==> src/rtl/ac97_frame_tx.sv <==
// AC97 transmit framer: slot-0 tag, slot 1/2 codec command, slot 3/4 PCM, 48 kHz strobe.
// Optional mute input under `AC97_TX_MUTE_EN`; SYNC/SDATA_OUT lag bit_cnt by one cycle.
module ac97_frame_tx #(
  parameter bit TAG_PCM_EN   = 1'b1,
  parameter int SAMPLE_SHIFT = 0
) (
  input  logic        I_CLK,
  input  logic        I_RESET,
  input  logic [19:0] I_LEFT_SAMPLE,
  input  logic [19:0] I_RIGHT_SAMPLE,
  input  logic        I_CMD_VALID,
  input  logic        I_CMD_RD,
  input  logic [6:0]  I_CMD_ADDR,
  input  logic [15:0] I_CMD_DATA,
`ifdef AC97_TX_MUTE_EN
  input  logic        I_MUTE,
`endif
  output logic        O_CMD_READY,
  output logic        O_SYNC,
  output logic        O_SDATA_OUT,
  output logic        O_STROBE
);

  typedef enum logic [1:0] {
    ST_IDLE    = 2'd0,
    ST_PENDING = 2'd1,
    ST_SENDING = 2'd2
  } cmd_state_t;

  cmd_state_t  state;
  logic [7:0]  bit_cnt;
  logic [19:0] left_q;
  logic [19:0] right_q;
  logic        cmd_rd;
  logic [6:0]  cmd_addr;
  logic [15:0] cmd_data;

  logic        frame_end;
  logic        mute;
  logic        sending;
  logic [15:0] tag;
  logic [19:0] slot1;
  logic [19:0] slot2;
  logic [95:0] frame_hi;
  logic        frame_bit;
  logic [19:0] left_next;
  logic [19:0] right_next;

`ifdef AC97_TX_MUTE_EN
  assign mute = I_MUTE;
`else
  assign mute = 1'b0;
`endif

  assign frame_end = (bit_cnt == 8'd255);
  assign sending   = (state == ST_SENDING);

  assign left_next  = mute ? 20'h0 : (I_LEFT_SAMPLE >> SAMPLE_SHIFT);
  assign right_next = mute ? 20'h0 : (I_RIGHT_SAMPLE >> SAMPLE_SHIFT);

  // Only the first 96 frame bits carry data; slots 5..12 are always zero.
  always_comb begin
    tag       = 16'h8000;
    tag[14]   = sending;
    tag[13]   = sending & ~cmd_rd;
    tag[12]   = TAG_PCM_EN;
    tag[11]   = TAG_PCM_EN;
    slot1     = {cmd_rd, cmd_addr, 12'h000};
    slot2     = cmd_rd ? 20'h0 : {cmd_data, 4'h0};
    frame_hi  = {tag, slot1, slot2, left_q, right_q};
    frame_bit = 1'b0;
    if (bit_cnt < 8'd96) begin
      frame_bit = frame_hi[7'd95 - bit_cnt[6:0]];
    end
  end

  always_ff @(posedge I_CLK) begin
    if (I_RESET) begin
      bit_cnt     <= 8'd0;
      O_SYNC      <= 1'b0;
      O_SDATA_OUT <= 1'b0;
      O_STROBE    <= 1'b0;
      O_CMD_READY <= 1'b1;
      state       <= ST_IDLE;
      left_q      <= 20'h0;
      right_q     <= 20'h0;
      cmd_rd      <= 1'b0;
      cmd_addr    <= 7'h0;
      cmd_data    <= 16'h0;
    end else begin
      bit_cnt     <= bit_cnt + 8'd1;
      O_SYNC      <= (bit_cnt <= 8'd15);
      O_SDATA_OUT <= frame_bit;
      O_STROBE    <= frame_end;

      if (frame_end) begin
        left_q  <= left_next;
        right_q <= right_next;
      end

      // A command accepted on the last bit still waits a full frame in PENDING.
      case (state)
        ST_IDLE: begin
          if (I_CMD_VALID) begin
            cmd_rd      <= I_CMD_RD;
            cmd_addr    <= I_CMD_ADDR;
            cmd_data    <= I_CMD_DATA;
            state       <= ST_PENDING;
            O_CMD_READY <= 1'b0;
          end
        end
        ST_PENDING: begin
          if (frame_end) begin
            state <= ST_SENDING;
          end
        end
        ST_SENDING: begin
          if (frame_end) begin
            state       <= ST_IDLE;
            O_CMD_READY <= 1'b1;
          end
        end
        default: begin
          state       <= ST_IDLE;
          O_CMD_READY <= 1'b1;
        end
      endcase
    end
  end

endmodule

==> config.mk <==
export PLATFORM = sky130hd
export DESIGN_NAME = ac97_frame_tx
export DESIGN_NICKNAME = d
export VERILOG_FILES = /design/src/rtl/ac97_frame_tx.sv
export SDC_FILE = /design/constraint.sdc
export NUM_CORES = 1
export LEC_CHECK = 0
export BUFFER_PORTS_ARGS = -buffer_cell sky130_fd_sc_hd__buf_2
export CAP_MARGIN = 20
export CORE_MARGIN = 4
export CORE_UTILIZATION = 54
export DETAILED_ROUTE_END_ITERATION = 16
export GPL_TIMING_DRIVEN = 0
export PLACE_DENSITY = 0.79
export SYNTH_ARGS = -nofsm -noshare
export SYNTH_HDL_FRONTEND = slang
export SYNTH_SLANG_ARGS = --single-unit
==> constraint.sdc <==
create_clock -name I_CLK -period 2 [get_ports I_CLK]
set_input_delay 0.1 -clock I_CLK [delete_from_list [all_inputs] [get_ports I_CLK]]
set_output_delay 0.1 -clock I_CLK [all_outputs]
set_load 0.03 [all_outputs]
======== Word-level counts from Yosys, hierarchy flattened ========
Cells that the tools add are included.
word-level totals
  input port bits ......................... 67
  register bits after elaboration ......... 78
  logic and storage cells ................. 41
  output and inout port bits .............. 4
operators by class
  $add $sub $neg .......................... 2
  bitwise operators ....................... 4
  equal/unequal tests ..................... 6
  multiplexer cells ....................... 10
  reductions and logical operators ........ 5
  order comparisons ....................... 3
operators with widths
  operator                                                               number
  20-bit 2-to-1 mux                                                      1
  8-bit by 1-bit adder with 8-bit output, second input constant          1
  8-bit equality test, second input constant                             1
  8-bit by 4-bit <= comparator with 1-bit output, second input constant  1
  7-bit by 8-bit < comparator with 1-bit output, second input constant   1
  8-bit by 7-bit < comparator with 1-bit output, second input constant   1
  1-bit binary-select mux with 7-bit select                              1
  7-bit subtractor, first input constant                                 1
  2-bit 2-to-1 mux                                                       3
  2-bit inequality test, second input constant                           3
  2-bit one-hot mux with 3 select lines                                  1
  3-bit AND reduction                                                    2
  1-bit 2-to-1 mux                                                       3
  1-bit NOT                                                              3
  1-bit one-hot mux with 3 select lines                                  1
  2-bit by 1-bit equality test with 1-bit output, second input constant  1
  2-bit equality test, second input constant                             1
  2-bit logical NOT                                                      1
  2-bit AND reduction                                                    1
  2-bit OR reduction                                                     1
  1-bit bitwise AND                                                      1

======== Longest topological paths before layout ========
Gate-level depths: netlist of run 1.
  depth after elaboration ................. 4
  mapped depth ............................ 9
  gate-level depth less buffers ........... 7

======== Least setup slack after synthesis of run 1 ========
Ideal clock, no wire load.
  path kind ............................... register to register
  start point ............................. reg bit_cnt[0]
  end point ............................... reg O_SDATA_OUT
  buffers on the path ..................... 1
  cell stages (with the launch flop) ...... 7
  setup slack ............................. 0.172 ns
  period minus slack after synthesis ...... 1.828 ns
  data required time ...................... 1.873 ns
  library setup time ...................... 0.127 ns
  arrival time ............................ 1.701 ns
  cells stage by stage .................... dfxtp_1 buf_6 mux4_2 mux2_2 a22o_1 a41oi_2 o22ai_1
on the way
  cells in the longest elaborated chain, start to end .. 3
  elaborated cells between the ends (all ways) .. 6
  those cells by class .................... add/sub: 1; order compare: 1; mux: 2; bitwise: 1; reduce/logical: 1
ends and longest elaborated chain
  element                                                                                   RTL line  text
  start, declared                                                                           31        logic [7:0] bit_cnt;
  start signal, assigned                                                                    91        bit_cnt <= bit_cnt + 8'd1;
  7-bit subtractor / 8-bit by 7-bit < comparator with 1-bit output (equally long branches)  73, 72
  1-bit binary-select mux with 7-bit select / 1-bit NOT (equally long branches)             --
  1-bit 2-to-1 mux (implied by the code) / 2-bit OR reduction (equally long branches)       --
  end signal, assigned                                                                      93        O_SDATA_OUT <= frame_bit;
  end, declared                                                                             20        output logic O_SDATA_OUT,
Several ways; a longest one is shown, not always the timed one. The select of a mux whose other input is x is not followed.
A chain may end at the register's enable or synchronous reset.

======== Worst setup path in the final report of run 1 ========
  start point ............................. reg bit_cnt[1]
  end point ............................... reg O_SDATA_OUT
Same word-level chain as after synthesis.

==> qor.txt, run 1 <==
Max Freq: 520 MHz
CP arrival: 2140 ps
Seq cells post-synth: 78
Clk Latency, worst-skew pair: 330 ps
Worst path cell trace: buf_6, mux4_2, mux2_2, a22o_1, a41oi_2, o22ai_1
Hold_sp: I_CMD_DATA[5]
Vias: 3,127
GR Overflow Total: 0
Most common cell after layout, fill and taps aside: nand2_1
Run status: finished clean
Synth area leaders: dfxtp_1 (46%), nand2_1 (15%), a21oi_1 (9.9%), mux4_2 (7.3%), mux4_1 (3.9%)
Flop pwr share: 53.1%
Total Power: 3.04 mW
Prevailing post-synth register cell: dfxtp_1
Total net switching power: 749 uW
DRC violations left: 0
Cts bufs inserted: 9
First-pass iteration count of the detailed router: 4
R2R Path Start: bit_cnt[1]$_SDFF_PP0_
Share of cells above drive strength 1: 22.3%
# diodes: 0
Synth area leader: dfxtp_1
Worst-margin pin slew: 581 ps
Fill cell count: 453
Syn. warnings: 0
Largest net degree at the start of global routing: 13
Fin util: 73.0%
Die Height: 87.1 um
Die width: 87.1 um
CP max-delay cell: mux4_2
Max_cap viols: 0
Minimum clock period: 1920 ps
Worst hold margin: 12.0 ps
Iter 0 DRT Violations: 141
Hold Path Stages: 3
Slowest stage delay, CP: 500 ps
Die area: 0.00758 mm2
Post-synthesis cell area: 0.00337 mm2
Most frequent cells in the layout: nand2_1 (134), dfxtp_1 (76), buf_2 (74)
Max-slew headroom: 61.3%
Leak pwr: 1.71 nW
Ys async rst share: 0%
Reg clk slew, reported paths: 80 ps
RSZ-0062 raised after global routing: no
Sequential share of the synthesized area: 46.3%
Io pins: 71
CTS Root Cell: clkbuf_8
CP startpoint kind: flop
Mapped Cells: 394
Placer Congestion: 0.824
Number of antenna-violating nets in the routed design: 0
Longest Clk Path Bufs: 2
Req. time, crit path: 2210 ps
R2r worst-path depth: 6
Placed cells: 539
CP Class: reg -> reg
Sw Ratio: 24.6%
Worst clock skew: 5.50 ps
Final Max Tran Viols: 0
Initial antenna violation count: 0
Pint: 2.30 mW
Peak supply drop: 0.451 mV
Hold Violations, Final: 0
Via/cell ratio: 5.29
Port buffer count: 70
Post-synthesis net count: 464
Post-synth cell types: 37
Max FO, Critical Path: 10
Logic pwr share: 12.1%
Synth top area share: 46.3%
Mean Syn Cell Area: 8.56 um2
Post-DR wirelength/cell: 14.2 um
Final TNS setup: 0 ps
Final period util: 96.2%
CTS sink count: 78
PwrDens: 697 mW/mm2
Non-Filler Instances: 591
Initial Util: 56.3%
Crit. Startpoint: bit_cnt[1]$_SDFF_PP0_
Routed wire length: 8380 um
Worst Hold Class: in -> reg
CTS tree: done
CP endpoint kind: flop
Final net count: 582
DP HPWL: 5750 um
Clock network fraction of total power: 34.8%
Global-route wire length before repair: 13,600 um
H-tree depth: 3
Final Setup Violations: 0
CORE AREA: 0.00599 mm2
P&R area growth vs syn: 29.5%
Row cnt: 28
Number of flops mapped to enable cells by yosys: 0
Overall Global Routing Usage: 22.8%
Vias in the first global route: 3,052
## routing by layer
layer  up-vias  share of wire (%)  global-route usage (%)  wire, um
met1      1462                 44                    29.7      3690
met4         0                2.2                    9.77       182
met2        79                 49                    37.4      4100
li1       1570                  -                       -         -
met5         -                  0                       0         0
met3        16                4.9                    3.60       410
## power groups by stage
stage	Sequential (mW)	Clock, mW	Combinational [mW]
after floorplan	1.66	0	0.173
after global placement	1.65	0	0.297
after detailed placement	1.65	0	0.303
after CTS	1.62	1.08	0.364
after global routing	1.62	1.14	0.401
final	1.62	1.06	0.369
## area by class of cell
cell class	instances	area [um2]	share of cell area [%]
multi-input combinational	281	1660	37.9
sequential	78	1560	35.8
tap	75	93.8	2.15
buffer	30	149	3.41
inverter	4	15.0	0.344
clock buffer	12	155	3.55
timing repair buffer	108	718	16.4
clock inverter	3	20.0	0.458
## flip-flops by register name, summed over array words and instances, names as in the netlist
register	count
right_q	20
O_SYNC	1
cmd_addr	7
state	2
cmd_data	16
O_STROBE	1
bit_cnt	8
O_CMD_READY	1
cmd_rd	1
O_SDATA_OUT	1
left_q	20
## critical path, delay by kind of cell (launching register included)
kind,cells,cell delay [ps]
flops,1,360
compound gates,3,490
buf+inv,1,170
mux,2,780
## synth_stat cells, types with 3 or more instances
cell type and count:
nand2_1 134, dfxtp_1 78, a21oi_1 67, clkbuf_1 22, nor2_1 15, mux4_2 11
buf_2 6, mux4_1 5, inv_1 4, nand2b_1 4, nand3_1 4, nor2b_1 4
xor2_1 4, a31oi_1 3, ha_1 3, xnor2_1 3
## stage by stage
step,setup WS (ps),cell area (um2)
2_1_floorplan,172,3370
3_3_place_gp,-79.8,3820
3_5_place_dp,-78.4,3820
4_1_cts,39.9,4360
5_1_grt,7.45,4370
6_report,76.1,4370
## worst paths after layout
check	to	slack, ps
max	O_SDATA_OUT$_SDFF_PP0_	80
max reg2reg	O_SDATA_OUT$_SDFF_PP0_	80
min	cmd_data[5]$_SDFFE_PP0P_	10
min reg2reg	cmd_data[10]$_SDFFE_PP0P_	450
## kinds of logic after synthesis
logic type	synth area share, %
multiplexers	12.5
XOR/XNOR	1.82
AO/OA/AOI/OAI	12.9
adder cells (fa/ha/maj)	1.11
flip-flops	46.3
buffers and inverters	4.67
AND/OR/NAND/NOR	20.7
## what timing repair did
item	4_1_cts	5_1_grt
hold buffers	32	1
endpoints found under the hold margin	32	1
gates cloned	0	0
buffers inserted	5	0
endpoints found under the setup margin	1	28
gates resized for setup	1	6
(Power assumes the default switching activity.)
==> inputs of run 2 (changes only) <==
CORE_UTILIZATION = 58   (was 54)
PLACE_DENSITY = 0.84   (was 0.79)
clock period = 2.3 ns   (was 2 ns; I/O delays follow)
==> qor.txt, run 2 (synthesis gave the netlist of run 1 again) <==
Run status: finished clean
Global-route wire length before repair: 13,500 um
# diodes: 0
Fill cell count: 410
Worst reg2reg path endpoint: O_SDATA_OUT$_SDFF_PP0_
Cell class contributing the biggest share of worst-path delay: multiplexers
Final Max Tran Viols: 0
Reg clk slew, reported paths: 80 ps
CP startpoint kind: flop
Cts bufs inserted: 9
CTS Root Cell: clkbuf_8
Max-slew headroom: 61.2%
Final period util: 92.1%
Max_cap viols: 0
CP max-delay cell: mux4_2
Req. time, crit path: 2520 ps
Most common cell after layout, fill and taps aside: nand2_1
DRC violations left: 0
Worst clock skew: 9.74 ps
Iter 0 DRT Violations: 249
Share of cells above drive strength 1: 22.2%
Worst-margin pin slew: 583 ps
Max FO, Critical Path: 10
Die width: 84.3 um
Final TNS setup: 0 ps
Vias: 3,037
First-pass iteration count of the detailed router: 5
Largest net degree at the start of global routing: 13
Fin util: 74.3%
Max Freq: 472 MHz
H-tree depth: 3
Buf+Inv Stages, Crit Path: 2
R2r worst-path depth: 7
GR Overflow Total: 0
Die Height: 84.3 um
Initial Util: 60.5%
P&R area growth vs syn: 22.8%
Reg-to-reg slack, setup: 180 ps
R2R Path Start: bit_cnt[0]$_SDFF_PP0_
Overall Global Routing Usage: 24.0%
Leak pwr: 1.62 nW
Initial antenna violation count: 0
Minimum clock period: 2120 ps
Final Setup Violations: 0
CP endpoint kind: flop
Placed cell area: 0.00381 mm2
Io pins: 71
Final net count: 556
Hold Path Stages: 3
Vias in the first global route: 2,946
CTS tree: done
Hold_sp: I_RIGHT_SAMPLE[9]
Clk Latency, worst-skew pair: 350 ps
Hold Violations, Final: 0
CP arrival: 2340 ps
Port buffer count: 70
DP HPWL: 5710 um
Peak supply drop: 0.444 mV
Number of antenna-violating nets in the routed design: 0
Post-DR wirelength/cell: 14.7 um
Worst path cell trace: buf_6, buf_4, mux4_2, mux2i_1, a22oi_1, a31oi_1, o22ai_1
CORE AREA: 0.00557 mm2
Via/cell ratio: 5.39
Die area: 0.00710 mm2
Biggest regs: left_q: 20 flops, right_q: 20 flops, cmd_data: 16 flops
Slowest stage delay, CP: 530 ps
Routed wire length: 8260 um
Row cnt: 27
Worst hold margin: 1.74 ps
Worst Hold Class: in -> reg
Post_cts resized: 0
Design area: 0.00414 mm2
Placer Congestion: 0.851
Total Power: 2.79 mW
Longest Clk Path Bufs: 2
Hold Path End: right_q[9]$_SDFFE_PP0P_
CP Class: reg -> reg
Most frequent cells in the layout: nand2_1 (134), dfxtp_1 (78), buf_2 (76)
PwrDens: 673 mW/mm2
RSZ-0062 raised after global routing: no
CTS sink count: 78
## run 2: worst max-delay path by stage
| stage | cells past startpoint | to | slack, ps | startpoint |
|---|---|---|---|---|
| final | 7 | O_SDATA_OUT$_SDFF_PP0_ | 180 | bit_cnt[0]$_SDFF_PP0_ |
| after global routing | 7 | O_SDATA_OUT$_SDFF_PP0_ | 100 | bit_cnt[0]$_SDFF_PP0_ |
| after CTS | 7 | O_SDATA_OUT$_SDFF_PP0_ | 190 | bit_cnt[0]$_SDFF_PP0_ |
| after detailed placement | 7 | O_SDATA_OUT$_SDFF_PP0_ | 180 | bit_cnt[0]$_SDFF_PP0_ |
| after global placement | 7 | O_SDATA_OUT$_SDFF_PP0_ | 240 | bit_cnt[0]$_SDFF_PP0_ |
| after floorplan | 6 | O_SDATA_OUT$_SDFF_PP0_ | 470 | bit_cnt[0]$_SDFF_PP0_ |
## run 2: worst reg2reg max path, stage by stage, from the launching register on
cell and delay (ps):
dfxtp_1 420, buf_6 210, buf_4 260, mux4_2 530, mux2i_1 180, a22oi_1 90
a31oi_1 200, o22ai_1 100
## run 2: cell type report
cell class / instances / area, um2 / area share [%]
tap: 72 / 90.1 / 2.17
clock inverter: 3 / 40.0 / 0.966
clock buffer: 13 / 179 / 4.32
multi-input combinational: 281 / 1660 / 39.9
sequential: 78 / 1560 / 37.7
buffer: 31 / 143 / 3.44
timing repair buffer: 81 / 460 / 11.1
inverter: 4 / 15.0 / 0.362
## run 2: timing repair
action	in CTS	in global routing
hold buffers	11	0
buffers inserted	0	0
hold endpoints to repair	11	0
## run 2: layer usage
layer,track usage (%),share of wire (%),vias up,routed length (um)
li1,-,-,1513,-
met1,31.1,45,1395,3700
met2,38.4,48,108,3950
met3,3.93,4.8,21,399
met4,12.9,2.7,0,219
met5,0,0,-,0
## run 2: report_power, final
group / switching [mW] / leakage (nW) / internal, mW
Clock: 0.484 / 0.115 / 0.617
Sequential: 0.0201 / 0.634 / 1.38
Combinational: 0.149 / 0.868 / 0.134
## run 2: metrics by stage
step,cells,setup WS [ps]
global placement,536,235
global route,563,103
CTS,563,193
finish,563,182
detailed placement,536,180
floorplan,394,472
==> inputs of run 3 (changes only) <==
CORE_MARGIN = 3   (was 4)
TNS_END_PERCENT = 1   (was unset)
==> qor.txt, run 3 (synthesis gave the netlist of run 1 again) <==
Run status: finished clean
Footprint of the multi-input gates: 0.00166 mm2
Most common cell after layout, fill and taps aside: nand2_1
# diodes: 0
Placed cell area: 0.00381 mm2
Largest net degree at the start of global routing: 13
First-pass iteration count of the detailed router: 4
Final Setup Violations: 0
CP max-delay cell: mux4_2
Design area: 0.00406 mm2
Post_cts resized: 0
Reg area: 0.00156 mm2
Max Freq: 476 MHz
Iter 0 DRT Violations: 243
Final TNS setup: 0 ps
Hold_sp: I_CMD_DATA[14]
Placer Congestion: 0.845
RSZ-0062 raised after global routing: no
Via/cell ratio: 5.52
Worst Hold Class: in -> reg
Pre-CTS WS: 215 ps
Port buffer count: 70
Reg clk slew, reported paths: 80 ps
Most frequent cells in the layout: nand2_1 (134), dfxtp_1 (78), buf_2 (76)
Worst path cell trace: buf_6, buf_4, mux4_2, mux2i_1, a22oi_1, a31oi_1, o22ai_1
Vias: 3,055
H-tree depth: 3
PwrDens: 711 mW/mm2
Hold Violations, Final: 0
Longest Clk Path Bufs: 2
Pint: 2.23 mW
Peak supply drop: 0.530 mV
DP HPWL: 5680 um
Overall Global Routing Usage: 25.3%
Max-slew headroom: 63.4%
P&R area growth vs syn: 20.2%
Biggest regs: left_q: 20 flops, right_q: 20 flops, cmd_data: 16 flops
Worst-margin pin slew: 549 ps
Leak pwr: 1.57 nW
Placed cells: 536
Die area: 0.00677 mm2
Die Height: 82.3 um
Final period util: 91.4%
Cts bufs inserted: 9
Crit. Startpoint: bit_cnt[0]$_SDFF_PP0_
Initial Util: 60.5%
CP arrival: 2330 ps
Number of antenna-violating nets in the routed design: 0
Sw Ratio: 22.7%
Initial antenna violation count: 0
Total net switching power: 654 uW
Fill cell count: 445
Slowest stage delay, CP: 520 ps
Max FO, Critical Path: 10
Final net count: 546
CTS Root Cell: clkbuf_8
Reg-to-reg slack, setup: 200 ps
DRC violations left: 0
CTS sink count: 78
Routed wire length: 8080 um
R2R Path Start: bit_cnt[0]$_SDFF_PP0_
Global-route wire length before repair: 12,700 um
CTS tree: done
Minimum clock period: 2100 ps
CP endpoint kind: flop
Final Max Tran Viols: 0
Clk Latency, worst-skew pair: 340 ps
CP Class: reg -> reg
Vias in the first global route: 2,734
Non-Filler Instances: 553
Req. time, crit path: 2520 ps
Die width: 82.3 um
CP startpoint kind: flop
CORE AREA: 0.00557 mm2
Share of cells above drive strength 1: 22.0%
Clock network fraction of total power: 41.9%
Row cnt: 27
Post-DR wirelength/cell: 14.6 um
Worst clock skew: 6.65 ps
GR Overflow Total: 0
Total Power: 2.88 mW
Logic pwr share: 9.3%
Final WS setup: 199 ps
Io pins: 71
Flop pwr share: 48.8%
Max_cap viols: 0
-- run 3: cell count changes in the layout (fill, tap and decap cells not counted) --
cell | previous run | this run
bufinv_16 | 1 | 3
clkbuf_8 | 13 | 9
dlygate4sd3_1 | 11 | 1
clkinv_2 | 2 | 1
clkbuf_1 | 22 | 25
-- run 3: power by group through the flow --
| stage | registers (mW) | clock network (mW) | logic (mW) |
|---|---|---|---|
| 2_1_floorplan | 1.44 | 0 | 0.150 |
| 3_3_place_gp | 1.43 | 0 | 0.256 |
| 3_5_place_dp | 1.44 | 0 | 0.265 |
| 4_1_cts | 1.41 | 1.20 | 0.268 |
| 5_1_grt | 1.41 | 1.27 | 0.296 |
| 6_report | 1.41 | 1.21 | 0.268 |
-- run 3: metal layers --
metal	vias up	wire length, um	track usage [%]	part of all wire [%]
li1	1497	-	-	-
met1	1427	3410	34.2	42
met2	105	3970	39.3	49
met3	26	497	4.23	6.1
met4	0	210	12.0	2.6
met5	-	0	0	0
-- run 3: worst paths after layout --
check        depth (start not counted)                         to
min reg2reg                          2     left_q[3]$_SDFFE_PP0P_
max reg2reg                          7     O_SDATA_OUT$_SDFF_PP0_
min                                  3  cmd_data[14]$_SDFFE_PP0P_
max                                  7     O_SDATA_OUT$_SDFF_PP0_
-- run 3: final cells by class --
cell class | instances | share of cell area (%)
Buffer | 31 | 3.52
Multi-Input combinational cell | 281 | 40.8
Sequential cell | 78 | 38.5
Tap cell | 72 | 2.22
Clock buffer | 12 | 3.33
Inverter | 4 | 0.370
Timing Repair Buffer | 71 | 8.89
Clock inverter | 4 | 2.34
-- run 3: critical path, delay by kind of cell (launching register included) --
| kind | cells | cell delay [ps] |
|---|---|---|
| mux | 2 | 700 |
| buf+inv | 2 | 460 |
| flops | 1 | 430 |
| compound gates | 3 | 390 |
-- run 3: stage by stage --
stage	utilization (%)	hold WS [ps]
floorplan	-	205
global placement	68.4	356
detailed placement	68.4	360
CTS	72.7	0.173
global route	72.7	6.41
finish	72.7	3.12
-- run 3: repair_timing --
item / CTS / global route
hold buffers: 1 / 0
endpoints found under the hold margin: 1 / 0
buffers inserted: 0 / 0
endpoints found under the setup margin: 0 / 0
